## src/rtl/ofm_stream_drain_pkg.sv

```systemverilog
// Shared definitions for the OFM stream drain: controller state encoding and
// address-width derivation from the OFM RAM size.
package ofm_stream_drain_pkg;

  typedef enum logic [1:0] {
    ST_IDLE   = 2'd0,
    ST_ISSUE  = 2'd1,
    ST_FLUSH  = 2'd2,
    ST_FINISH = 2'd3
  } drain_state_e;

  localparam int OFM_RAM_SIZE_DEF = 32'd2378675;

  function automatic int addr_width(input int size);
    return (size > 32'sd1) ? $clog2(size) : 32'sd1;
  endfunction

  localparam int ADDR_W_DEF = addr_width(OFM_RAM_SIZE_DEF);

endpackage

```

## src/rtl/ofm_stream_drain_fifo.sv

```systemverilog
// First-word-fall-through output buffer for the OFM drain; dout always shows
// the oldest stored word straight from the storage registers.
module ofm_drain_fifo #(
  parameter int DATA_WIDTH = 64,
  parameter int DEPTH      = 4,
  parameter int CNT_W      = $clog2(DEPTH + 1),
  parameter int PTR_W      = (DEPTH > 1) ? $clog2(DEPTH) : 1
) (
  input  logic                  clk,
  input  logic                  rst,
  input  logic                  push_i,
  input  logic                  pop_i,
  input  logic [DATA_WIDTH-1:0] din_i,
  output logic [DATA_WIDTH-1:0] dout_o,
  output logic                  empty_o,
  output logic                  full_o,
  output logic [CNT_W-1:0]      count_o
);

  logic [DATA_WIDTH-1:0] mem_q [DEPTH];
  logic [PTR_W-1:0]      wr_ptr_q;
  logic [PTR_W-1:0]      rd_ptr_q;
  logic [CNT_W-1:0]      count_q;
  logic                  push_ok_s;
  logic                  pop_ok_s;

  function automatic logic [PTR_W-1:0] ptr_inc(input logic [PTR_W-1:0] p);
    return (p == PTR_W'(DEPTH - 1)) ? '0 : p + PTR_W'(1);
  endfunction

  assign empty_o   = (count_q == '0);
  assign full_o    = (count_q == CNT_W'(DEPTH));
  assign count_o   = count_q;
  assign dout_o    = mem_q[rd_ptr_q];
  assign push_ok_s = push_i && !full_o;
  assign pop_ok_s  = pop_i && !empty_o;

  always_ff @(posedge clk or posedge rst) begin
    if (rst) begin
      for (int i = 0; i < DEPTH; i++) mem_q[i] <= '0;
      wr_ptr_q <= '0;
      rd_ptr_q <= '0;
      count_q  <= '0;
    end else begin
      if (push_ok_s) begin
        mem_q[wr_ptr_q] <= din_i;
        wr_ptr_q        <= ptr_inc(wr_ptr_q);
      end
      if (pop_ok_s) rd_ptr_q <= ptr_inc(rd_ptr_q);
      case ({push_ok_s, pop_ok_s})
        2'b10:   count_q <= count_q + CNT_W'(1);
        2'b01:   count_q <= count_q - CNT_W'(1);
        default: count_q <= count_q;
      endcase
    end
  end

endmodule

```

## src/rtl/ofm_stream_drain.sv

```systemverilog
// Reads a programmed OFM RAM region after the CNN finishes and streams it out
// as valid/ready beats; read issue is credit-limited so the buffer never overflows.
module ofm_stream_drain
  import ofm_stream_drain_pkg::*;
#(
  parameter int DATA_WIDTH   = 64,
  parameter int OFM_RAM_SIZE = 2378675,
  parameter int ADDR_W       = addr_width(OFM_RAM_SIZE),
  parameter int RD_LATENCY   = 1,
  parameter int FIFO_DEPTH   = 4
) (
  input  logic                  clk,
  input  logic                  rst,
  input  logic                  start_drain,
  input  logic [ADDR_W-1:0]     base_addr,
  input  logic [ADDR_W-1:0]     num_words,
  output logic                  ram_rd_en,
  output logic [ADDR_W-1:0]     ram_rd_addr,
  input  logic [DATA_WIDTH-1:0] ram_rd_data,
  output logic                  m_valid,
  input  logic                  m_ready,
  output logic [DATA_WIDTH-1:0] m_data,
  output logic                  m_last,
  output logic                  busy,
  output logic                  done
);

  localparam int CNT_W = $clog2(FIFO_DEPTH + 1);
  localparam logic [ADDR_W-1:0] ONE       = {{(ADDR_W-1){1'b0}}, 1'b1};
  localparam logic [ADDR_W-1:0] LAST_ADDR = ADDR_W'(OFM_RAM_SIZE - 1);

  drain_state_e          state_q, state_d;
  logic [ADDR_W-1:0]     addr_q, addr_d;
  logic [ADDR_W-1:0]     num_q, num_d;
  logic [ADDR_W-1:0]     issued_q, issued_d;
  logic [ADDR_W-1:0]     sent_q, sent_d;
  logic [RD_LATENCY-1:0] vpipe_q;
  logic                  rd_en_s;
  logic                  credit_ok_s;
  logic                  fire_s;
  logic                  fifo_empty_s;
  logic                  fifo_full_s;
  logic [CNT_W-1:0]      fifo_count_s;
  logic [DATA_WIDTH-1:0] fifo_dout_s;
  int                    inflight_s;

  ofm_drain_fifo #(
    .DATA_WIDTH (DATA_WIDTH),
    .DEPTH      (FIFO_DEPTH)
  ) u_fifo (
    .clk     (clk),
    .rst     (rst),
    .push_i  (vpipe_q[RD_LATENCY-1]),
    .pop_i   (fire_s),
    .din_i   (ram_rd_data),
    .dout_o  (fifo_dout_s),
    .empty_o (fifo_empty_s),
    .full_o  (fifo_full_s),
    .count_o (fifo_count_s)
  );

  // Reads in flight plus words buffered must fit in the FIFO before issuing another.
  assign inflight_s  = $countones(vpipe_q);
  assign credit_ok_s = !fifo_full_s && ((int'(fifo_count_s) + inflight_s) < FIFO_DEPTH);
  assign fire_s      = m_valid && m_ready;

  assign m_valid     = !fifo_empty_s;
  assign m_data      = fifo_dout_s;
  assign m_last      = m_valid && (sent_q == (num_q - ONE));
  assign busy        = (state_q == ST_ISSUE) || (state_q == ST_FLUSH);
  assign done        = (state_q == ST_FINISH);
  assign ram_rd_en   = rd_en_s;
  assign ram_rd_addr = addr_q;

  always_comb begin
    state_d  = state_q;
    addr_d   = addr_q;
    num_d    = num_q;
    issued_d = issued_q;
    sent_d   = sent_q;
    rd_en_s  = 1'b0;
    if (fire_s) sent_d = sent_q + ONE;
    else        sent_d = sent_q;
    case (state_q)
      ST_IDLE: begin
        if (start_drain) begin
          addr_d   = base_addr;
          num_d    = num_words;
          issued_d = '0;
          sent_d   = '0;
          // An empty region passes through FLUSH, which exits at once.
          state_d  = (num_words == '0) ? ST_FLUSH : ST_ISSUE;
        end else begin
          state_d = ST_IDLE;
        end
      end
      ST_ISSUE: begin
        if (credit_ok_s) begin
          rd_en_s  = 1'b1;
          addr_d   = (addr_q == LAST_ADDR) ? '0 : addr_q + ONE;
          issued_d = issued_q + ONE;
          if (issued_d == num_q) state_d = ST_FLUSH;
          else                   state_d = ST_ISSUE;
        end else begin
          state_d = ST_ISSUE;
        end
      end
      ST_FLUSH: begin
        if ((inflight_s == 32'sd0) && (sent_d == num_q)) state_d = ST_FINISH;
        else                                             state_d = ST_FLUSH;
      end
      ST_FINISH: state_d = ST_IDLE;
      default:   state_d = ST_IDLE;
    endcase
  end

  always_ff @(posedge clk or posedge rst) begin
    if (rst) begin
      state_q  <= ST_IDLE;
      addr_q   <= '0;
      num_q    <= '0;
      issued_q <= '0;
      sent_q   <= '0;
    end else begin
      state_q  <= state_d;
      addr_q   <= addr_d;
      num_q    <= num_d;
      issued_q <= issued_d;
      sent_q   <= sent_d;
    end
  end

  // Read-valid pipe mirrors the RAM latency; clearing it drops in-flight data on reset.
  always_ff @(posedge clk or posedge rst) begin
    if (rst) begin
      vpipe_q <= '0;
    end else begin
      vpipe_q[0] <= rd_en_s;
      for (int i = 1; i < RD_LATENCY; i++) vpipe_q[i] <= vpipe_q[i-1];
    end
  end

endmodule

```

## config.mk

```make
export PLATFORM = sky130hd
export DESIGN_NAME = ofm_stream_drain
export DESIGN_NICKNAME = d
export VERILOG_FILES = /design/src/rtl/ofm_stream_drain_pkg.sv /design/src/rtl/ofm_stream_drain_fifo.sv /design/src/rtl/ofm_stream_drain.sv
export SDC_FILE = /design/constraint.sdc
export NUM_CORES = 1
export LEC_CHECK = 0
export CELL_PAD_IN_SITES_DETAIL_PLACEMENT = 1
export CELL_PAD_IN_SITES_GLOBAL_PLACEMENT = 2
export CORE_MARGIN = 2
export CORE_UTILIZATION = 42
export DETAILED_ROUTE_END_ITERATION = 16
export PLACE_DENSITY_LB_ADDON = 0.12
export SYNTH_ARGS = -nofsm -noshare
export SYNTH_HDL_FRONTEND = slang
export SYNTH_SLANG_ARGS = --single-unit
export TNS_END_PERCENT = 30
```

## constraint.sdc

```tcl
create_clock -name clk -period 35 [get_ports clk]
set_input_delay 5.25 -clock clk [delete_from_list [all_inputs] [get_ports clk]]
set_output_delay 5.25 -clock clk [all_outputs]
set_load 0.005 [all_outputs]
```

==> results.py <==
metrics = {
    "sta": {
        "final.setup_skew_ns": 0.0138,
        "worstMarginPinSlew_ns": 1.15,
        "setup_ws_ns": 25.83,
        "slew_headroom_pct": 23.3,
        "finalCritPeriodShare_pct": 26.2,
        "hold_viol": 0,
        "fin_crit_ns": 9.17,
        "rsz0062_at_grt": "no",
        "setup_viol": 0,
        "finalMaxSlewViolations": 0,
        "fmax_mhz": 109,
        "tns_ns": 0,
    },
    "cts": {
        "path_clk_slew_ns": 0.06,
        "post_cts.repair.setup_buffers": 0,
        "tritoncts": "done",
        "insertion_delay_ns": 0.57,
        "cts.path.max_buffers": 3,
        "numCtsBuffers": 42,
        "root_buffer": "clkbuf_16",
        "htree_num_levels": 2,
        "clock_sinks": 354,
        "cts_resized": 0,
        "ctsHoldBuffers": 0,
    },
    "detailed_routing": {
        "vias": 12500,
        "antenna_left": 0,
        "avgViaCountPerCell": 5.65,
        "first_iter_violations": 619,
        "wl_met3_um": 1750,
        "wire_per_inst_um": 21.9,
        "dr.pass1.iters": 5,
        "wl_met2_um": 24200,
        "wirelength_um": 48600,
        "top_layer": "met5",
        "drc": 0,
        "wl_met1_um": 21700,
    },
    "min_path": {
        "hold_path.class": "flip-flop to flip-flop",
        "worstHoldStart": "u_fifo.mem_q[167]",
    },
    "global_routing": {
        "grt_max_degree": 77,
        "gr-total-overflow": 0,
        "grt_pass1_vias": 13600,
        "antenna_found_initial": 2,
        "grtUsageTotal_pct": 22.4,
        "grt_pass1_wl_um": 77800,
    },
    "die": {
        "die_x_um": 211,
        "top_level_ports": 203,
        "die_h_um": 211,
        "dieArea_um2": 44400,
        "rows": 75,
        "start_util_pct": 42.7,
        "coreArea_um2": 42000,
    },
    "worst_setup_path": {
        "critPathLaunchType": "flip-flop",
        "reg2reg_from": "u_fifo.count_o[1]",
        "cp_max_fo": 13,
        "arrival_ns": 3.92,
        "worstPathRequired_ns": 29.75,
        "crit_type": "flip-flop to output pin",
        "endpoint_kind": "output pin",
        "cp-startpoint": "num_q[5]",
    },
    "placement": {
        "port-buffer-count": 202,
        "dpl.hpwl_um": 32300,
        "place_ws_ns": 26.47,
        "gp_congestion": 0.783,
    },
    "run_status": {
        "status": "finished clean",
    },
    "synthesis": {
        "synthArstFlopShare_pct": 100,
        "synth-seq-cells": 354,
        "synth_area_um2": 17900,
        "ys_seq_area_share_pct": 49.4,
        "synthDistinctLibCells": 70,
        "synth-edff-count": 0,
        "netlist_instances": 1483,
        "synth_area_per_cell_um2": 12.1,
        "yosys_warnings": 0,
        "synth_flop_cell": "dfrtp_1",
        "synth_nets": 1611,
    },
    "power_and_ir_drop": {
        "max-vdd-ir-drop_uv": 47.4,
        "powerDensity_nw_per_um2": 93.1,
        "p_leak_nw": 8.86,
    },
    "cells_and_area": {
        "final_cell_mix": "dfrtp_1, mux2_2, clkdlybuf4s50_1",
        "post-route-util_pct": 51.8,
        "final_nets": 1772,
        "drive_gt1_share_pct": 25.1,
        "mostFrequentLayoutCell": "dfrtp_1",
        "area_growth_syn_to_layout_pct": 21.3,
    },
    "run": {
        "maxCapViolations": 0,
    },
}
==> per-layer routing <==
layer | global-route usage (%) | up-vias
li1 | - | 5723
met1 | 29.8 | 6550
met2 | 38.1 | 190
met3 | 4.00 | 67
met4 | 5.34 | 2
met5 | 0 | -
==> kinds of logic (layout without fill, tap and decap cells) <==
family	count (synthesis)	count (layout)	synth area share, %
adders and majority gates	16	16	1.16
and+or+nand+nor	369	369	10.7
muxes	324	324	24.3
xor gates and xnor gates	99	99	4.83
other	0	1	0
DFF	354	354	49.4
AOI/OAI and AO/OA	188	188	6.70
buffers and inverters	133	328	2.94
==> area by class of cell <==
type / count / area, um^2
diodes: 1 / 2.50
clock buffers: 67 / 1280
clock inverters: 11 / 105
fillers: 4316 / 20300
inverters: 38 / 150
multi-input cells: 996 / 8590
flip-flops and latches: 354 / 8870
well taps: 539 / 674
repair buffers: 212 / 2100
==> per-stage QoR <==
step | hold WS, ns | instances | power [W] | area, um^2
finish | 0.500 | 2218 | 0.00203 | 21800
detailed placement | 0.487 | 2139 | 0.00161 | 20400
global placement | 0.481 | 2139 | 0.00157 | 20400
global route | 0.503 | 2217 | 0.00216 | 21800
floorplan | 0.474 | 1483 | 0.00124 | 17900
CTS | 0.500 | 2217 | 0.00206 | 21800
==> worst max-delay path, stage by stage, from the launching register on <==
cell,delay (ns)
dfrtp_1,0.53
nor4_1,0.67
nand3_1,0.36
nor4_1,0.25
nand2_1,0.10
xor2_1,0.15
nor4_1,0.30
nand4_1,0.17
nor3_1,0.27
clkdlybuf4s50_1,0.55
==> final timing paths <==
path,endpoint,slack (ns),cells past startpoint
min reg2reg,u_fifo.mem_q[167],0.50,1
max,m_last,25.83,9
min,u_fifo.mem_q[167],0.50,1
min in group asynchronous,ram_rd_addr[3],5.14,2
max in group asynchronous,u_fifo.mem_q[152],27.65,4
max reg2reg,state_q[0],31.84,8
==> registers in the layout, indices dropped and copies added (netlist names) <==
signal,cells
u_fifo.count_o,3
issued_q,22
vpipe_q,1
u_fifo.mem_q,256
state_q,2
u_fifo.wr_ptr_q,2
u_fifo.rd_ptr_q,2
num_q,22
ram_rd_addr,22
sent_q,22
==> power by group <==
| group | internal [W] | switching [W] | total (W) |
|---|---|---|---|
| Sequential | 0.000596 | 0.000147 | 0.000743 |
| Combinational | 0.000498 | 0.000354 | 0.000852 |
| Clock | 0.000259 | 0.000174 | 0.000432 |
| Total | 0.00135 | 0.000675 | 0.00203 |
==> cells in the mapped netlist, types with 4 or more instances <==
master	n	area share [%]
mux2i_1	4	0.22
nor3b_1	7	0.29
ha_1	15	1.0
o31ai_1	9	0.38
xor2_1	38	1.9
and3_1	22	0.77
nand2_1	135	2.8
nand3_1	19	0.53
a21oi_1	28	0.78
a21o_1	4	0.17
a32o_1	5	0.28
dfrtp_1	354	49
or3_1	8	0.28
nand4_1	21	0.73
nor2_1	62	1.3
mux2_2	256	16
nor4_1	17	0.59
xnor2_1	61	3.0
a22o_1	10	0.49
inv_1	37	0.77
buf_2	14	0.39
mux4_2	64	8.0
clkbuf_1	70	1.5
or4_1	6	0.25
nor3_1	25	0.70
nor2b_1	5	0.17
and2_1	8	0.28
nand3b_1	6	0.25
and4_1	6	0.29
o21ai_0	79	2.2
buf_1	8	0.17
a32oi_1	4	0.20
a31oi_1	18	0.63
(Power assumes the default switching activity.)
==> patch 1: new RTL, same flow settings <==
`OFM_RAM_SIZE`: 2378675 -> 1189337.
--- a/src/rtl/ofm_stream_drain.sv
+++ b/src/rtl/ofm_stream_drain.sv
@@ -4,7 +4,7 @@
   import ofm_stream_drain_pkg::*;
 #(
   parameter int DATA_WIDTH   = 64,
-  parameter int OFM_RAM_SIZE = 2378675,
+  parameter int OFM_RAM_SIZE = 1189337,
   parameter int ADDR_W       = addr_width(OFM_RAM_SIZE),
   parameter int RD_LATENCY   = 1,
   parameter int FIFO_DEPTH   = 4
Interface: changed (resized base_addr, num_words and ram_rd_addr); port bits go from 203 to 200. The function was not compared with the original's and may differ.
==> patch 1 against the unedited design <==
Die area shrank 1.6%. Clock power down 2%. Area after synthesis decreased by 1.6%. Routed wire length is 3.2% lower. Sequential cell count fell by 4. Final area fell by 1.8%. First-iteration DRC count up 7.9%. Worst setup slack better by 0.064 ns. Final cell count shrank 2.2%. Sequential power is essentially flat. Total power decreased by 1.3%. Synthesized cell count shrank 2.6%. Critical endpoint unchanged.
==> patch 1: results (changes against the unedited design) <==
metric;value;unit;change
cp_max_fo;7;;was 13
run_status;completed;;unchanged
nNetsFinal;1731;;was 1,772
antenna_found_initial;3;;was 2
slowest_delay;0.61;ns;was 0.67 ns
cts_made_buffers;40;;was 42
holdCritStartpoint;u_fifo.mem_q[52];;was u_fifo.mem_q[167]
drt_iter0_markers;668;;was 619
r2r_slack;31.25;ns;was 31.84 ns
fin_ws;25.90;ns;was 25.83 ns
grtUsageTotal;0.221;;was 0.224
dp_hpwl;31100;um;was 32,300 um
tightest_slew;1.19;ns;was 1.15 ns
synth_top_area_frac;0.496;;was 0.494
grt_start_max_net_pins;87;;was 77
gp_congestion;0.809;;was 0.783
dr.pass1.iters;4;;was 5
yosysUniqueCellTypes;75;;was 70
drive_gt1_frac;0.255;;was 0.251
startpoint;num_q[12];;was num_q[5]
vias;12300;;was 12.5k
num_antenna_cells;0;;was 1
hold_end;u_fifo.mem_q[52];;was u_fifo.mem_q[167]
ys_seq_area_frac;0.496;;was 0.494
p_leak;0.00863;uW;was 0.00886 uW
regToRegEndpoint;issued_q[13];;was state_q[0]
r2r-start;state_q[1];;was u_fifo.count_o[1]
[patch 1: changes by cell type in the layout (fill, tap and decap cells not counted), moves of 5 or more]
cell	before	now
nor2_1	62	54
o21ai_1	1	11
o21ai_0	79	68
nor4_1	17	29
a21oi_1	27	21
inv_1	36	26
a31oi_1	18	10
and3_1	22	17
clkbuf_1	13	7
nand2_1	131	115
nand2b_1	3	8
nor2b_1	5	12
nand3_1	19	33
[patch 1: cell type report]
type                            instances  area (sq um)
Clock buffer                           60          1220
Clock inverter                          7           100
Fill cell                            4304         20400
Inverter                               28           113
Multi-Input combinational cell        974          8430
Sequential cell                       350          8770
Tap cell                              539           674
Timing Repair Buffer                  211          2080
[patch 1: per-layer routing]
layer / global-route usage / vias up / share of wire
met3: 0.0365 / 60 / 0.035
met1: 0.304 / 6399 / 0.46
met4: 0.0520 / 2 / 0.020
met2: 0.368 / 190 / 0.48
li1: - / 5603 / -
met5: 0 / - / 0.00023
[patch 1: per-stage QoR]
stage / utilization / std cells / hold WS, ns
floorplan: - / 1444 / 0.469
global placement: 0.480 / 2102 / 0.481
detailed placement: 0.480 / 2102 / 0.487
CTS: 0.512 / 2169 / 0.501
global route: 0.512 / 2169 / 0.511
finish: 0.512 / 2169 / 0.500
[patch 1: cell families after synthesis]
group / Yosys count / synth area share
AND/OR/NAND/NOR: 367 / 0.107
adder cells (fa/ha/maj): 16 / 0.0118
XOR/XNOR: 93 / 0.0461
flip-flops: 350 / 0.496
multiplexers: 322 / 0.246
buffers and inverters: 120 / 0.0288
AO/OA/AOI/OAI: 176 / 0.0638
[patch 1: power by group]
| group | leakage, uW | switching (uW) | internal, uW | total, uW |
|---|---|---|---|---|
| clock | 0.000653 | 169 | 254 | 423 |
| sequential | 0.00421 | 153 | 590 | 743 |
| combinational | 0.00377 | 338 | 498 | 836 |
==> patch 2: new RTL, same settings <==
Made on the original files. Make the reset (`rst`) synchronous in 3 clocked blocks.
--- a/src/rtl/ofm_stream_drain_fifo.sv
+++ b/src/rtl/ofm_stream_drain_fifo.sv
@@ -35,7 +35,7 @@
   assign push_ok_s = push_i && !full_o;
   assign pop_ok_s  = pop_i && !empty_o;
 
-  always_ff @(posedge clk or posedge rst) begin
+  always_ff @(posedge clk) begin
     if (rst) begin
       for (int i = 0; i < DEPTH; i++) mem_q[i] <= '0;
       wr_ptr_q <= '0;
--- a/src/rtl/ofm_stream_drain.sv
+++ b/src/rtl/ofm_stream_drain.sv
@@ -114,7 +114,7 @@
     endcase
   end
 
-  always_ff @(posedge clk or posedge rst) begin
+  always_ff @(posedge clk) begin
     if (rst) begin
       state_q  <= ST_IDLE;
       addr_q   <= '0;
@@ -131,7 +131,7 @@
   end
 
   // Read-valid pipe mirrors the RAM latency; clearing it drops in-flight data on reset.
-  always_ff @(posedge clk or posedge rst) begin
+  always_ff @(posedge clk) begin
     if (rst) begin
       vpipe_q <= '0;
     end else begin
Check against the original RTL: differs if rst is asserted again (counterexample within 4 cycles, from zero or initial values and one cycle with rst high); with rst held inactive, the same outputs for 4 cycles.
==> patch 2 against the unedited design <==
Synthesized cell count rose by 5.2%. Via count rose by 0.39%. Count of clock-buffer cells in the layout fell by 20. Area after synthesis fell by 0.96%. Sequential cell count rose by 2. Sequential share of layout area rose by 4.1 points. Worst setup slack got worse by 0.056 ns. Final cell count rose by 2.6%. Final area fell by 0.63%. Core utilization fell by 0.097 points. Maximum frequency fell by 0.61%. Routed wire length fell by 0.18%. Critical endpoint unchanged. Largest cell class unchanged. Highest routed layer unchanged.
Power is not compared: it rests on default switching activity, and its combinational part moved more than twofold at a synthesized area within 25%.
==> patch 2: results (changes against the unedited design) <==
metric;value;unit;change
cp_slowest_cell;or4_1;;was nor4_1
wl_met3;1930;um;was 1750 um
vias;12600;;was 12.5k
grt_pass1_wl;76700;um;was 77,800 um
inv_count;17;;was 38
dr.pass1.iters;4;;was 5
r2r-start;u_fifo.count_o[1];;unchanged
drt_iter0_markers;507;;was 619
multi_input_cells;1068;;was 996
cp_max_fo;11;;was 13
clkCellAreaFrac;0.0677;;was 0.0635
synth-edff-count;256;;was 0
run_status;completed;;unchanged
grt_start_max_net_pins;66;;was 77
post-route-period-util;0.264;;was 0.262
synth.top_cells.by_count;and2_1, edfxtp_1, nor2_1;;was dfrtp_1, mux2_2, nand2_1
syn_nets;1685;;was 1,611
fillers;4415;;was 4,316
post-place-cells;2199;;was 2,139
holdCritStartpoint;u_fifo.rd_ptr_q[1];;was u_fifo.mem_q[167]
regArea;9690;sq um;was 8870 sq um
regToRegEndpoint;u_fifo.mem_q[2][26];;was state_q[0]
die_area;44000;sq um;was 44,400 sq um
dr_wl_met2;24400;um;was 24,200 um
fin_cells;2276;;was 2,218
holdWs;0.485;ns;was 0.500 ns
synth-adder-area-share;0.00958;;was 0.0116
worstHoldPathCells;2;;was 1
grtUsageMet3;0.0362;;was 0.0400
synthArstFlopShare;0;;was 1.00
ys_ff_latch;356;;was 354
wl_met1;21300;um;was 21,700 um
grtUsageTotal;0.223;;was 0.224
synth_mux_area_frac;0.0846;;was 0.243
syn_avg_cell_area;11.4;sq um;was 12.1 sq um
nNetsFinal;1829;;was 1,772
drive_gt1_frac;0.100;;was 0.251
slowest_delay;0.62;ns;was 0.67 ns
-- patch 2: worst max-delay path by stage --
stage | start | to | slack [ns] | depth (start not counted)
after floorplan | num_q[0] | m_last | 27.27 | 9
after global placement | num_q[2] | m_last | 26.50 | 7
after detailed placement | num_q[2] | m_last | 26.40 | 7
after CTS | num_q[2] | m_last | 25.77 | 7
after global routing | num_q[2] | m_last | 25.49 | 8
final | num_q[2] | m_last | 25.78 | 7
-- patch 2: kinds of logic after synthesis --
group           after synthesis
simple gates                693
mux                          70
xor+xnor                    100
fa+ha+maj                    13
compound gates              192
flops                       356
buf+inv                     136
-- patch 2: stage by stage --
| step | util | worst slack, ns | cell area (sq um) |
|---|---|---|---|
| 2_1_floorplan | - | 27.27 | 17800 |
| 3_5_place_dp | 0.482 | 26.40 | 20200 |
| 6_report | 0.517 | 25.78 | 21600 |
| 5_1_grt | 0.517 | 25.49 | 21600 |
| 4_1_cts | 0.517 | 25.77 | 21600 |
| 3_3_place_gp | 0.482 | 26.50 | 20200 |
